===== src/rtl/spi_tx_pkg.sv =====
// Shared types and constants for the SPI word serializer.
package spi_tx_pkg;

  typedef enum logic [1:0] {
    ST_IDLE,
    ST_SHIFT,
    ST_LOAD,
    ST_GAP
  } state_t;

  localparam int DEFAULT_WIDTH = 16;

  // Bit counter width: it holds WIDTH-1, and is at least one bit wide.
  function automatic int bit_cnt_w(input int width);
    return (width <= 2) ? 1 : $clog2(width);
  endfunction

  localparam int BIT_CNT_W = bit_cnt_w(DEFAULT_WIDTH);
  localparam int GAP_CNT_W = 4;

endpackage


===== src/rtl/spi_tx_fifo.sv =====
// Small synchronous FIFO with a combinational read port (first-word fall-through).
module spi_tx_fifo #(
  parameter int WIDTH = 16,
  parameter int DEPTH = 2
) (
  input  logic             i_clk,
  input  logic             i_rst_n,
  input  logic             i_push,
  input  logic [WIDTH-1:0] i_data,
  input  logic             i_pop,
  output logic [WIDTH-1:0] o_data,
  output logic             o_full,
  output logic             o_empty
);

  localparam int AW = $clog2(DEPTH);
  localparam logic [AW:0] PTR_ONE = {{AW{1'b0}}, 1'b1};

  logic [WIDTH-1:0] mem [DEPTH];
  logic [AW:0]      wr_ptr;
  logic [AW:0]      rd_ptr;
  logic             do_push;
  logic             do_pop;

  assign o_empty = (wr_ptr == rd_ptr);
  assign o_full  = (wr_ptr[AW] != rd_ptr[AW]) && (wr_ptr[AW-1:0] == rd_ptr[AW-1:0]);
  assign do_push = i_push && !o_full;
  assign do_pop  = i_pop && !o_empty;
  assign o_data  = mem[rd_ptr[AW-1:0]];

  // Storage write; contents need no reset since the pointers gate visibility.
  always_ff @(posedge i_clk) begin
    if (i_rst_n && do_push) begin
      mem[wr_ptr[AW-1:0]] <= i_data;
    end
  end

  // Pointer update; push and pop in the same cycle leave occupancy unchanged.
  always_ff @(posedge i_clk) begin
    if (!i_rst_n) begin
      wr_ptr <= '0;
      rd_ptr <= '0;
    end else begin
      if (do_push) wr_ptr <= wr_ptr + PTR_ONE;
      if (do_pop)  rd_ptr <= rd_ptr + PTR_ONE;
    end
  end

endmodule


===== src/rtl/spi_word_tx.sv =====
// Word serializer: buffers parallel words and shifts each out MSB-first,
// followed by a one-cycle load strobe and an optional idle gap.
module spi_word_tx
  import spi_tx_pkg::*;
#(
  parameter int WIDTH      = DEFAULT_WIDTH,
  parameter int FIFO_DEPTH = 2,
  parameter int GAP        = 1
) (
  input  logic             i_clk,
  input  logic             i_rst_n,
  input  logic [WIDTH-1:0] i_word,
  input  logic             i_valid,
  output logic             o_ready,
  output logic             o_dat,
  output logic             o_load,
  output logic             o_busy,
  output logic [7:0]       o_frames
);

  localparam int BCW = bit_cnt_w(WIDTH);

  state_t               state;
  logic [WIDTH-1:0]     sr;
  logic [BCW-1:0]       bit_cnt;
  logic [GAP_CNT_W-1:0] gap_cnt;
  logic [7:0]           frames;
  logic                 dat_q;
  logic                 load_q;
  logic                 ready_en;

  logic [WIDTH-1:0]     fifo_rd_data;
  logic                 fifo_full;
  logic                 fifo_empty;
  logic                 push;
  logic                 pop;

  assign o_ready  = ready_en && i_rst_n && !fifo_full;
  assign push     = i_valid && o_ready;
  assign o_dat    = dat_q;
  assign o_load   = load_q;
  assign o_frames = frames;
  assign o_busy   = (state != ST_IDLE) || !fifo_empty;

  spi_tx_fifo #(
    .WIDTH (WIDTH),
    .DEPTH (FIFO_DEPTH)
  ) u_fifo (
    .i_clk   (i_clk),
    .i_rst_n (i_rst_n),
    .i_push  (push),
    .i_data  (i_word),
    .i_pop   (pop),
    .o_data  (fifo_rd_data),
    .o_full  (fifo_full),
    .o_empty (fifo_empty)
  );

  // Holds o_ready low until the first edge after reset is released.
  always_ff @(posedge i_clk) begin
    if (!i_rst_n) ready_en <= 1'b0;
    else          ready_en <= 1'b1;
  end

  // Pop decision: from IDLE, straight after LOAD when there is no gap, or on
  // the final gap cycle so the frame period stays WIDTH+1+GAP.
  always_comb begin
    pop = 1'b0;
    if (!fifo_empty) begin
      case (state)
        ST_IDLE:  pop = 1'b1;
        ST_LOAD:  pop = (GAP == 0);
        ST_GAP:   pop = (gap_cnt == '0);
        default:  pop = 1'b0;
      endcase
    end
  end

  // Frame FSM with shift register, counters and registered outputs.
  always_ff @(posedge i_clk) begin
    if (!i_rst_n) begin
      state   <= ST_IDLE;
      sr      <= '0;
      bit_cnt <= '0;
      gap_cnt <= '0;
      frames  <= '0;
      dat_q   <= 1'b0;
      load_q  <= 1'b0;
    end else begin
      dat_q  <= 1'b0;
      load_q <= 1'b0;
      case (state)
        ST_IDLE: state <= ST_IDLE;
        ST_SHIFT: begin
          if (bit_cnt == '0) begin
            load_q <= 1'b1;
            frames <= frames + 8'd1;
            state  <= ST_LOAD;
          end else begin
            dat_q   <= sr[WIDTH-1];
            sr      <= {sr[WIDTH-2:0], 1'b0};
            bit_cnt <= bit_cnt - BCW'(1);
          end
        end
        ST_LOAD: begin
          if (GAP > 0) begin
            state   <= ST_GAP;
            gap_cnt <= GAP_CNT_W'(GAP - 1);
          end else begin
            state <= ST_IDLE;
          end
        end
        ST_GAP: begin
          if (gap_cnt == '0) state <= ST_IDLE;
          else               gap_cnt <= gap_cnt - GAP_CNT_W'(1);
        end
        default: state <= ST_IDLE;
      endcase
      // A pop overrides the case above: the MSB goes straight onto o_dat and
      // the remaining bits are left in sr for SHIFT.
      if (pop) begin
        state   <= ST_SHIFT;
        dat_q   <= fifo_rd_data[WIDTH-1];
        sr      <= {fifo_rd_data[WIDTH-2:0], 1'b0};
        bit_cnt <= BCW'(WIDTH - 1);
      end
    end
  end

endmodule


===== config.mk =====
export PLATFORM = sky130hd
export DESIGN_NAME = spi_word_tx
export DESIGN_NICKNAME = d
export VERILOG_FILES = /design/src/rtl/spi_tx_pkg.sv /design/src/rtl/spi_tx_fifo.sv /design/src/rtl/spi_word_tx.sv
export SDC_FILE = /design/constraint.sdc
export NUM_CORES = 1
export LEC_CHECK = 0
export CAP_MARGIN = 25
export CORE_MARGIN = 4
export CORE_UTILIZATION = 30
export CTS_BUF_LIST = sky130_fd_sc_hd__clkbuf_8
export CTS_CLUSTER_DIAMETER = 50
export DETAILED_ROUTE_END_ITERATION = 10
export GPL_ROUTABILITY_DRIVEN = 1
export GPL_TIMING_DRIVEN = 0
export SLEW_MARGIN = 30
export SYNTH_ARGS = -nofsm -noshare
export SYNTH_HDL_FRONTEND = slang
export SYNTH_SLANG_ARGS = --single-unit

===== constraint.sdc =====
create_clock -name i_clk -period 4.8 [get_ports i_clk]
set_clock_uncertainty 0.2 [all_clocks]
set_input_delay 0.72 -clock i_clk [delete_from_list [all_inputs] [get_ports i_clk]]
set_output_delay 0.72 -clock i_clk [all_outputs]
set_load 0.02 [all_outputs]

==> Word-level counts from Yosys, hierarchy flattened <==
Memories as Yosys holds them, arrays and structs flattened. A register that Yosys moved wholly into a read port is not among the register bits.
Cells that the tools add are included.
{ "word_totals": {"elab_cells": 76, "ff_bits": 40, "out_inout_bits": 12, "mem_count": 1, "in_bits": 19, "ram_bits": 32} }
{ "op_classes": {"eq_ne": 12, "n_reduce_logical": 23, "addsub": 5, "n_mux": 23, "n_bitwise": 1} }
{ "mem_list": {"columns": ["memory", "words", "word_bits", "rd", "rd_ports_with_merged_regs", "write_ports", "line_no", "rtl"], "rows": [
  ["u_fifo.mem", 2, 16, 1, 1, 1, "spi_tx_fifo.sv:19", "logic [WIDTH-1:0] mem [DEPTH];"]
]} }
{ "op_table": {"columns": ["operator", "n"], "rows": [
  ["$mux 16", 3],
  ["$mux 4", 4],
  ["$reduce_and 2->1", 6],
  ["$mux 1", 11],
  ["$add 8x1->8 const B", 1],
  ["$logic_not 4->1", 2],
  ["$pmux 2 s4", 1],
  ["$pmux 4 s2", 1],
  ["$sub 4x1->4 const B", 2],
  ["$logic_and 1x1->1", 7],
  ["$ne 2x2->1 const B", 3],
  ["$ne 3x2->1 const B", 2],
  ["$reduce_bool 2->1", 3],
  ["$add 2x1->2 const B", 2],
  ["$eq 2x2->1 const B", 2],
  ["$mux 2", 2],
  ["$eq 2x1->1 const B", 1],
  ["$eq 2x2->1", 1],
  ["$logic_not 1->1", 2],
  ["$logic_not 2->1", 1],
  ["$ne 2x1->1 const B", 1],
  ["$pmux 1 s2", 1],
  ["$reduce_or 2->1", 1],
  ["$eq 1x1->1", 1],
  ["3 further kinds", 3]
]} }

==> Longest topological paths before layout <==
{ "logic_depth": {"depth_word": 9, "ltp_mapped": 8, "mapped_depth_nobuf": 6} }

==> Cells and area by module <==
From an unflattened synthesis, not the netlist that was laid out.
{ "hier_totals": {"cells_unflattened": 260, "area_unflattened_um2": 3186.8} }
{ "by_module_without_submodules": {"columns": ["mod", "seq_area_each_um2", "area_per_inst_um2", "n_inst", "cells_per_inst"], "rows": [
  ["spi_word_tx", 720.7, 1755.4, 1, 176],
  ["spi_tx_fifo", 1061.0, 1431.4, 1, 84]
]} }

==> Worst setup path after synthesis <==
No wires, ideal clock.
{ "synth_timing": {"path_type": "input -> register", "startpoint": "input i_rst_n", "endpoint": "memory u_fifo.mem[0][0], enable pin", "setup_slack_ns": 2.198, "cell_stages": 4, "n_path_buf": 0, "arrival_ns": 2.014, "setup_ns": 0.388, "required_time_ns": 4.212, "path_cell_list": "nand2_1 -> a21oi_1 -> nand2_1 -> nor2_1"} }
{ "synth_via": {"elab_chain_len": 7} }
{ "synth_lines": {"columns": ["element", "line_no", "rtl"], "rows": [
  ["start, declared", "spi_word_tx.sv:11", "input logic i_rst_n,"],
  ["$logic_and 1x1->1 (2 in a row)", "spi_word_tx.sv:38", "assign o_ready = ready_en && i_rst_n && !fifo_full;"],
  ["via o_ready", "spi_word_tx.sv:14", "output logic o_ready,"],
  ["$logic_and 1x1->1", "spi_word_tx.sv:39", "assign push = i_valid && o_ready;"],
  ["$logic_and 1x1->1", "spi_tx_fifo.sv:27", "assign do_push = i_push && !o_full;"],
  ["$logic_and 1x1->1", "spi_tx_fifo.sv:33", "if (i_rst_n && do_push) begin"],
  ["$mux 1", "spi_tx_fifo.sv:33", null],
  ["$mux 1 (implied by the code)", "spi_tx_fifo.sv:34", "mem[wr_ptr[AW-1:0]] <= i_data;"],
  ["end, declared", "spi_tx_fifo.sv:19", null]
]} }
The timed path passes the listed nets, and every way through them passes these cells.

==> Final worst setup path <==
{ "layout_timing": {"startpoint": "input i_rst_n", "endpoint": "output o_ready"} }
{ "layout_via": {"elab_chain_len": 2} }
{ "layout_lines": {"columns": ["element", "line_no"], "rows": [
  ["$logic_and 1x1->1 (2 in a row)", "spi_word_tx.sv:38"],
  ["end, declared", "spi_word_tx.sv:14"]
]} }
No other way between the ends.

==> flow_metrics.py <==
metrics = {
    "critical_path": {
        "timing.rr.end": "bit_cnt[0]",
        "cp_top_family": "buffers and inverters",
        "arrival_ps": 2270,
        "critical_path_class": "primary input to primary output",
        "cp-end-kind": "primary output",
        "cp.buffers_inverters": 2,
        "worstSetupStartpoint": "i_rst_n",
        "crit_path_end": "o_ready",
        "cp.required_ps": 3880,
        "rrSetupSlack_ps": 2740,
        "cp_num_cells": 4,
        "cp_slowest_cell": "clkdlybuf4s50_1",
        "cpMostUsedCell": "clkdlybuf4s50_1",
        "path_cells": "clkdlybuf4s50_1 -> nand2_1 -> a21oi_1 -> clkdlybuf4s50_1",
        "critPathMaxFanout": 9,
        "slowest_delay_ps": 650,
        "worstSetupStartpointType": "primary input",
        "r2r_cells": 6,
        "r2r_start": "gap_cnt[0]",
    },
    "routing": {
        "wl_met2_um": 2844,
        "num_vias": 1998,
        "first_iter_violations": 22,
        "wl_per_cell_um": 12.98,
        "drc": 0,
        "top_layer": "met4",
        "viasPerCell": 4.541,
        "first_pass_iters": 4,
        "met1_length_um": 2546,
        "ant_nets": 0,
        "met3_length_um": 240,
        "routed_wl_um": 5713,
    },
    "floorplanning": {
        "die_area_mm2": 0.01230,
        "core_area_mm2": 0.01032,
        "start_util_pct": 30.78,
        "die_w_um": 110.9,
        "io_pins": 31,
        "die_h_um": 110.9,
        "rows": 37,
    },
    "logic_synthesis": {
        "yosysWarnings": 0,
        "synth_nets": 284,
        "syn-mean-instance-area_um2": 12.37,
        "synthArstFlopShare_pct": 0,
        "synthDistinctLibCells": 40,
        "synthesis.area_mm2": 0.003178,
        "synth_ff_type": "dfxtp_1",
        "yosysSeqAreaShare_pct": 56.06,
        "synth_cells": 257,
        "ys_ff_latch": 73,
        "synth_edf_count": 32,
    },
    "clock_network": {
        "cts_buffers": 9,
        "cts_post_setup_buffers_inserted": 0,
        "clock_path_buffers": 2,
        "cts_sinks": 73,
        "path_clk_slew_ps": 80,
        "root_buffer": "clkbuf_8",
        "ctsHtreeMaxLevel": 3,
        "insertion_delay_ps": 340,
        "holdBufCountCts": 0,
        "cts_resized": 0,
        "tritoncts": "yes",
    },
    "sta": {
        "hold_viol": 0,
        "worstMarginPinSlew_ps": 665.9,
        "fin_crit_ps": 3188,
        "setup_tns_ps": 0,
        "drv_slew": 0,
        "min_period_over_period_pct": 66.42,
        "slew_headroom_pct": 55.51,
        "holdWs_ps": 272.2,
        "setup_ws_ps": 1612,
        "fmax_ghz": 0.3137,
        "rsz0062_at_grt": "false",
        "setup_viol": 0,
    },
    "placement": {
        "gp_congestion": 0.6851,
        "dp.final_hpwl_um": 4068,
        "portBuffers": 30,
        "place_ws_ps": 1572,
    },
    "global_route": {
        "overflow": 0,
        "grt_pass1_wl_um": 9563,
        "gr-usage-all-layers_pct": 9.710,
        "grt_max_degree": 18,
        "grt_pass1_vias": 1996,
        "antenna_found_initial": 0,
    },
    "power": {
        "p_per_area_mw_per_mm2": 533.6,
        "ir_worst_vdd_uv": 253.1,
        "leakage_nw": 1.483,
    },
    "layout": {
        "fillerInstances": 1032,
        "layout-drive-gt1-share_pct": 19.08,
        "utilization_pct": 37.47,
        "antenna_cells": 0,
        "finish.net_count": 326,
        "syn2layout_area_growth_pct": 21.73,
    },
    "run": {
        "drv_cap": 0,
    },
    "min_path": {
        "holdCritPathClass": "register to register",
        "hold_start": "sr[1]",
    },
    "outcome": {
        "status": "finished, final reports clean",
    },
}
==> through the flow <==
| step | instances | total power, W | cell area, um2 |
|---|---|---|---|
| final | 440 | 0.002064 | 3869 |
| after global routing | 440 | 0.002206 | 3869 |
| after CTS | 440 | 0.002102 | 3869 |
| after detailed placement | 424 | 0.001623 | 3674 |
| after global placement | 423 | 0.001603 | 3649 |
| after floorplan | 257 | 0.001432 | 3178 |
==> flip-flops by register name, summed over array words and instances (netlist names), named ones only <==
register and cells:
bit_cnt 4, gap_cnt 4, o_dat 1, o_frames 8, o_load 1, ready_en 1, sr 15, state 2
u_fifo.mem 32, u_fifo.rd_ptr 2, u_fifo.wr_ptr 2
==> how the worst min path moves through the flow <==
stage / to / slack [ps] / cells past startpoint
after floorplan: sr[1] / 240 / 2
after global placement: sr[1] / 250 / 2
after detailed placement: sr[1] / 260 / 2
after CTS: sr[1] / 280 / 2
after global routing: o_frames[7] / 310 / 2
final: sr[1] / 270 / 2
==> cell families after synthesis <==
group | count (synthesis) | synth area share [%]
DFF | 73 | 56.06
and+or+nand+nor | 56 | 10.67
AOI/OAI and AO/OA | 46 | 10.00
muxes | 36 | 11.97
buffers and inverters | 24 | 4.055
xor gates and xnor gates | 14 | 4.095
adders and majority gates | 8 | 3.150
==> layout make-up <==
class                   instances  area, um2  share of cell area [%]
plain buffers                  15      95.09                   2.458
clock buffers                   9      123.9                   3.202
clock inverters                 7      71.32                   1.843
inverters                       9      33.78                  0.8732
multi-input cells             160       1281                   33.12
flip-flops and latches         73       1782                   46.05
well taps                     136      170.2                   4.398
repair buffers                 31      311.5                   8.053
==> metal layers <==
layer  track usage [%]  vias to the layer above
li1                  -                     1005
met2             16.63                       33
met3             3.493                        8
met4             3.202                        0
met5                 0                        -
met1             11.26                      952
==> where the power goes <==
| part | switching [W] | internal, W |
|---|---|---|
| combinational | 0.000420 | 0.000353 |
| sequential | 0.0000644 | 0.000759 |
| clock | 0.000229 | 0.000240 |
==> cells in the final DEF (no fill, tap or decap), drive strengths merged <==
master and n:
a21boi 6, a21oi 16, a22oi 1, a31o 1, a31oi 1, and2 9, and3 3, and4 2
and4bb 2, buf 11, bufinv 1, clkbuf 14, clkdlybuf4s50 30, clkinv 2, clkinvlp 2, dfxtp 41
edfxtp 32, ha 8, inv 11, mux2 16, mux2i 20, nand2 12, nand2b 2, nand3 5
nand3b 1, nand4 5, nor2 7, nor2b 1, nor3 3, nor4 1, o21a 3, o21ai 17
o221ai 1, or3 1, or3b 2, xnor2 7, xor2 7
==> worst min-delay path: stages (launching register included) <==
cell     delay [ps]
dfxtp_1         320
nand4_1          60
o21ai_1          60
==> cells in the mapped netlist (5+ instances only) <==
library cell / instances / area (um2)
inv_1: 9 / 33.78
mux2i_1: 20 / 200.2
mux2_2: 15 / 168.9
and2_1: 9 / 56.30
o21ai_1: 17 / 85.08
a21oi_2: 9 / 78.83
nand4_1: 5 / 31.28
a21boi_1: 6 / 45.04
a21oi_1: 7 / 35.03
nand3_1: 5 / 25.02
clkbuf_1: 5 / 18.77
dfxtp_1: 41 / 820.8
edfxtp_1: 32 / 960.9
ha_1: 8 / 100.1
buf_2: 6 / 30.03
xnor2_1: 7 / 61.31
nor2_1: 7 / 26.28
nand2_1: 11 / 41.29
xor2_1: 6 / 52.55
Power figures use the tool's default switching activity.
